===== src/rtl/io_load_sequencer.sv =====
// Operand load / program launch sequencer: debounces the store and start buttons,
// writes keyboard operands into the CPU register file, then launches the sort program.
module io_load_sequencer #(
    parameter int BASE_ADDR  = 4,
    parameter int COUNT      = 8,
    parameter int START_ADDR = 31
) (
    input  logic        clk_cpu,
    input  logic        reset,
    input  logic        clear,
    input  logic        input_press,
    input  logic        start_press,
    input  logic [28:0] in_num,
    input  logic        done_flag,
    output logic        reg_we,
    output logic [4:0]  reg_addr,
    output logic [31:0] reg_wdata,
    output logic [2:0]  state,
    output logic [4:0]  loaded,
    output logic        busy
);

    typedef enum logic [2:0] {
        S_INPUT   = 3'd0,
        S_RELEASE = 3'd1,
        S_READY   = 3'd2,
        S_START   = 3'd3,
        S_RUN     = 3'd4,
        S_DONE    = 3'd5
    } state_t;

    localparam logic [4:0] BASE_V  = 5'(BASE_ADDR);
    localparam logic [4:0] COUNT_V = 5'(COUNT);
    localparam logic [4:0] START_V = 5'(START_ADDR);

    state_t      state_reg, state_next;
    logic [4:0]  loaded_reg, loaded_next;
    logic        busy_reg;
    logic        armed_reg;

    logic [1:0]  raw_buttons;
    logic [5:0]  deb_bits;
    logic        in_pressed, in_released, start_pressed;

    assign raw_buttons = {start_press, input_press};

    // One 3-flop shift register per button; bits [2:0] = input, [5:3] = start.
    generate
        for (genvar gi = 0; gi < 2; gi++) begin : g_debounce
            logic [2:0] shift_reg;
            always_ff @(posedge clk_cpu or posedge reset) begin
                if (reset) begin
                    shift_reg <= 3'b000;
                end else begin
                    shift_reg <= {shift_reg[1:0], raw_buttons[gi]};
                end
            end
            assign deb_bits[gi*3 +: 3] = shift_reg;
        end
    endgenerate

    assign in_pressed    = &deb_bits[2:0];
    assign in_released   = ~|deb_bits[2:0];
    assign start_pressed = &deb_bits[5:3];

    // After reset a still-held store button must be released before it counts again.
    always_ff @(posedge clk_cpu or posedge reset) begin
        if (reset) begin
            armed_reg <= 1'b0;
        end else if (in_released && !input_press) begin
            armed_reg <= 1'b1;
        end
    end

    always_ff @(posedge clk_cpu or posedge reset) begin
        if (reset) begin
            state_reg  <= S_INPUT;
            loaded_reg <= 5'd0;
            busy_reg   <= 1'b0;
        end else begin
            state_reg  <= state_next;
            loaded_reg <= loaded_next;
            busy_reg   <= (state_next == S_START) || (state_next == S_RUN);
        end
    end

    always_comb begin
        state_next  = state_reg;
        loaded_next = loaded_reg;
        reg_we      = 1'b0;
        reg_addr    = 5'd0;
        reg_wdata   = 32'd0;

        case (state_reg)
            S_INPUT: begin
                if (in_pressed && armed_reg) begin
                    if (loaded_reg < COUNT_V) begin
                        reg_we      = 1'b1;
                        reg_addr    = BASE_V + loaded_reg;
                        reg_wdata   = {3'b000, in_num};
                        loaded_next = loaded_reg + 5'd1;
                    end
                    state_next = S_RELEASE;
                end
            end
            S_RELEASE: begin
                if (loaded_reg >= COUNT_V) begin
                    state_next = S_READY;
                end else if (in_released) begin
                    state_next = S_INPUT;
                end
            end
            S_READY: begin
                if (start_pressed) begin
                    state_next = S_START;
                end
            end
            S_START: begin
                reg_we     = 1'b1;
                reg_addr   = START_V;
                reg_wdata  = 32'hFFFF_FFFF;
                state_next = S_RUN;
            end
            S_RUN: begin
                if (done_flag) begin
                    state_next = S_DONE;
                end
            end
            S_DONE: begin
                state_next = S_DONE;
            end
            default: begin
                state_next = S_INPUT;
            end
        endcase

        // Restart overrides everything, including a write that would happen this cycle.
        if (clear) begin
            state_next  = S_INPUT;
            loaded_next = 5'd0;
            reg_we      = 1'b0;
            reg_addr    = 5'd0;
            reg_wdata   = 32'd0;
        end
    end

    assign state  = state_reg;
    assign loaded = loaded_reg;
    assign busy   = busy_reg;

endmodule


===== config.mk =====
export PLATFORM = sky130hd
export DESIGN_NAME = io_load_sequencer
export DESIGN_NICKNAME = d
export VERILOG_FILES = /design/src/rtl/io_load_sequencer.sv
export SDC_FILE = /design/constraint.sdc
export NUM_CORES = 1
export LEC_CHECK = 0
export ABC_AREA = 1
export CAP_MARGIN = 20
export CORE_MARGIN = 2
export CORE_UTILIZATION = 33
export CTS_BUF_LIST = sky130_fd_sc_hd__clkbuf_8
export DETAILED_ROUTE_END_ITERATION = 8
export PLACE_DENSITY = 0.79
export SYNTH_ARGS = -nofsm -noshare
export SYNTH_HDL_FRONTEND = slang
export SYNTH_SLANG_ARGS = --single-unit

===== constraint.sdc =====
create_clock -name clk_cpu -period 1.7 [get_ports clk_cpu]
set_input_delay 0.51 -clock clk_cpu [delete_from_list [all_inputs] [get_ports clk_cpu]]
set_output_delay 0.51 -clock clk_cpu [all_outputs]
set_load 0.1 [all_outputs]

==> impl_metrics.py, run 1 <==
metrics = {
    "outcome": {
        "run_status": "did not finish",
        "lastStage": "5_1_grt",
        "tool.error": "[ERROR DPL-0038] Utilization greater than 100%, impossible to legalize",
    },
    "clocking": {
        "clkSinkCount": 16,
        "cts-root-buf": "clkbuf_8",
        "clockBufferDepth": 2,
        "cts_buffers": 3,
        "hold_buffers": 0,
        "htreeDepth": 1,
    },
    "floorplan": {
        "ios": 82,
        "core.rowCount": 21,
        "dieHeight_um": 63.9,
        "die_w_um": 63.9,
        "start_util_pct": 34.9,
    },
    "synth": {
        "synth.most_common_cell": "nand2_1",
        "synth.distinct_cells": 26,
        "ys_seq_elements": 16,
        "async_flop_share_pct": 100,
        "synth-compound-area-share_pct": 20.4,
        "syn_inst": 168,
        "synthSimpleGateAreaFrac_pct": 28.9,
        "synth_area_leaders": "dfrtp_1, nand2_1, o21ai_1",
        "synth_area_leader_cell": "dfrtp_1",
        "ys_seq_area_share_pct": 33.8,
        "synth_top_family_by_area": "simple AND/OR/NAND/NOR gates",
        "yosysWarnings": 0,
        "postSynthAreaPerCell_um2": 7.05,
        "synth_fa_ha_area_share_pct": 4.23,
        "netlist_top_cells_count": "nand2_1, o21ai_1, dfrtp_1, o21ai_0",
        "synthFlopType": "dfrtp_1",
        "synthesis.area_um2": 1180,
        "syn-num-nets": 207,
        "muxShareOfSynthArea_pct": 0,
        "synth_top_area_share_pct": 33.8,
        "synth_edf_count": 0,
        "synth_xor_area_share_pct": 2.22,
    },
    "global_routing": {
        "grt_max_degree": 30,
    },
    "placed_design": {
        "gp_congestion": 0.796,
        "port_buffers": 81,
        "dp_hpwl_um": 4490,
    },
    "sta": {
        "worst_endpoint_kind": "primary output",
        "grt_repair_worst_endpoint": "reg_wdata[6]",
    },
}
cell families after synthesis:
logic type	Yosys count
compound gates	46
xor+xnor	3
fa+ha+maj	4
buf+inv	23
flops	16
simple gates	76
metrics by stage:
stage / setup TNS, ps / instance area [um^2] / std cells / worst slack [ps]
4_1_cts: -20350 / 3300 / 323 / -583
2_1_floorplan: -30750 / 1650 / 168 / -856
3_3_place_gp: -20160 / 3140 / 312 / -546
3_5_place_dp: -21230 / 3140 / 312 / -568
timing repair:
item                       in CTS
setup endpoints to repair      41
pin swaps                       5
resized for setup               7
cloned                          2
buffers inserted                5
==> run 2: changes to the inputs <==
Settings changed: CORE_AREA from default to 2 2 63 65, CORE_MARGIN 2 to default, CORE_UTILIZATION 33 to default, CTS_BUF_LIST sky130_fd_sc_hd__clkbuf_8 to default, DIE_AREA from default to 0 0 65 67, PLACE_DENSITY 0.79 to default, PLACE_DENSITY_LB_ADDON from default to 0.15.
Clock period 1.7 ns to 2.2 ns, I/O delays scaled along.
==> run 2 against run 1 <==
  * The flow now finishes, with violations (setup timing)
  * Area after synthesis unchanged
  * Synthesized cell count unchanged
==> impl_metrics.py, run 2 <==
metrics = {
    "clocking": {
        "clkSinkCount": 16,
        "htreeDepth": 1,
        "clockBufferDepth": 2,
        "cts_tree": "yes",
        "clk_pin_slew_ps": 80,
        "worstSkewPairLatency_ps": 270,
        "hold_buffers": 0,
        "cts_buffers": 3,
        "cts-root-buf": "clkbuf_8",
    },
    "layout": {
        "diodes": 0,
        "layout_commonest_cell": "buf_12",
        "layout-drive-gt1-share_pct": 51.8,
        "synthToLayoutAreaGrowth_pct": 196,
        "layout_common_cells": "buf_12, nand2_1, o21ai_4",
        "fin_nets": 322,
        "largest_reg_flops": 6,
        "fill_cells": 54,
        "fin_util_pct": 97.2,
        "stdcell_area_um2": 3500,
    },
    "critical_path": {
        "required_ps": 1540,
        "critPathArrivalTime_ps": 1940,
        "cp-start-kind": "register",
        "path_class": "register to primary output",
        "reg2reg_to": "busy$_DFF_PP0_",
        "reg2reg_depth": 9,
        "end_kind": "primary output",
        "reg2reg_slack_ps": 250,
        "cp_max_fo": 5,
        "r2r_start": "loaded[0]$_DFFE_PP0P_",
    },
    "synth": {
        "synthesis.area_um2": 1180,
        "synthFlopType": "dfrtp_1",
        "async_flop_share_pct": 100,
        "netlist_top_cells_count": "nand2_1, o21ai_1, dfrtp_1, o21ai_0",
        "synth.most_common_cell": "nand2_1",
        "synth_edf_count": 0,
        "syn_inst": 168,
        "ys_seq_area_share_pct": 33.8,
        "synth_area_leaders": "dfrtp_1, nand2_1, o21ai_1",
        "yosysWarnings": 0,
        "postSynthAreaPerCell_um2": 7.05,
        "synth.distinct_cells": 26,
        "ys_seq_elements": 16,
        "synth_top_area_share_pct": 33.8,
        "synth_area_leader_cell": "dfrtp_1",
        "syn-num-nets": 207,
    },
    "sta": {
        "fin_skew_ps": 10.1,
        "setup_tns_ps": -12470,
        "finalCriticalPeriod_ps": 2600,
        "finalHoldWorstSlack_ps": 404,
        "hold_violations": 0,
        "setup_slack_ps": -397,
        "slew_headroom_pct": 56.7,
        "worstMarginPinSlew_ps": 649,
        "drv_slew": 0,
        "setup_viol": 38,
        "rsz0062_at_grt": "yes",
        "period_share_pct": 118,
        "max_clock_freq_mhz": 385,
    },
    "power_and_ir_drop": {
        "ir_drop_mv": 0.503,
        "leakage_nw": 1.45,
        "power-per-cell-area_nw_per_um2": 300,
    },
    "placed_design": {
        "place_ws_ps": -618,
        "gp_congestion": 0.801,
        "port_buffers": 81,
        "dp_hpwl_um": 3680,
        "postPlaceCellArea_um2": 2980,
    },
    "worst_hold_path": {
        "min_to": "g_debounce[1].shift_reg[1]$_DFF_PP0_",
        "min_path_type": "register to register",
        "hp-start": "g_debounce[1].shift_reg[0]$_DFF_PP0_",
        "min_path_cells": 0,
    },
    "floorplan": {
        "start_util_pct": 32.8,
        "core_area_um2": 3610,
        "core.rowCount": 22,
        "dieHeight_um": 67,
        "die_w_um": 65,
        "ios": 82,
        "die-area_um2": 4360,
    },
    "detailed_routing": {
        "avgViaCountPerCell": 6.12,
        "drc": 0,
        "wl_per_cell_um": 28.0,
        "route.final.wire_length_um": 9240,
        "route.vias.total": 2019,
        "drt-initial-drc-count": 210,
        "drtAntennaViolNets": 0,
        "first_pass_iters": 6,
    },
    "global_routing": {
        "grt_pass1_wl_um": 11000,
        "grt_max_degree": 19,
        "grt_pass1_vias": 1945,
        "globalRouteTotalUtil_pct": 34.6,
        "overflow": 0,
        "antenna_found_initial": 0,
    },
    "outcome": {
        "run_status": "complete, but fails checks",
        "violations": "setup timing",
    },
    "job": {
        "cap_violations": 0,
    },
}
[run 2: cell type report]
| cell class | instances | area, um^2 | area share [%] |
|---|---|---|---|
| timing repair buffer | 116 | 1730 | 49.2 |
| multi-input combinational | 129 | 1070 | 30.6 |
| sequential | 16 | 415 | 11.9 |
| timing repair inverter | 6 | 105 | 3.00 |
| inverter | 11 | 72.6 | 2.07 |
| tap | 48 | 60.1 | 1.71 |
| clock buffer | 4 | 55.1 | 1.57 |
[run 2: layer usage]
metal / track usage, % / vias to the layer above / wire [um]
met1: 38.0 / 942 / 2880
met5: 0 / - / 0
met3: 4.39 / 91 / 879
li1: - / 775 / -
met2: 66.4 / 211 / 4580
met4: 14.4 / 0 / 894
[run 2: how the worst max path moves through the flow]
stage	startpoint	slack, ps	cells after the start	end
3_3_place_gp	clear	-590	5	reg_wdata[0]
6_report	state[1]$_DFF_PP0_	-400	6	reg_wdata[23]
4_1_cts	state[0]$_DFF_PP0_	-250	6	reg_wdata[25]
2_1_floorplan	state[2]$_DFF_PP0_	-510	6	reg_wdata[10]
5_1_grt	state[1]$_DFF_PP0_	-420	6	reg_wdata[23]
3_5_place_dp	clear	-620	5	reg_wdata[0]
[run 2: through the flow]
step / total power [mW] / cells
CTS: 0.994 / 322
global placement: 0.677 / 298
finish: 1.05 / 330
global route: 1.06 / 330
detailed placement: 0.687 / 298
floorplan: 0.524 / 168
[run 2: worst max-delay path, stage by stage, from the launching register on]
cell and delay, ps:
dfrtp_4 510, nor3_4 280, nand3_4 150, buf_12 180, buf_16 150, o21ai_4 190, buf_12 200
[run 2: where the power goes]
part | total, mW | internal [mW] | switching (mW)
sequential | 0.317 | 0.303 | 0.0135
combinational | 0.446 | 0.186 | 0.260
clock | 0.289 | 0.160 | 0.129
[run 2: kinds of logic after synthesis]
family | share of synthesized area, %
flops | 33.8
simple gates | 28.9
compound gates | 20.4
xor+xnor | 2.22
fa+ha+maj | 4.23
buf+inv | 10.5
[run 2: what timing repair did]
item                                    4_1_cts  5_1_grt
gates resized for setup                      22       15
endpoints found under the setup margin       38       38
setup buffers                                17        4
gates cloned                                  3        6
pin swaps                                     7        7
No activity file was read; power rests on OpenSTA's default activity.
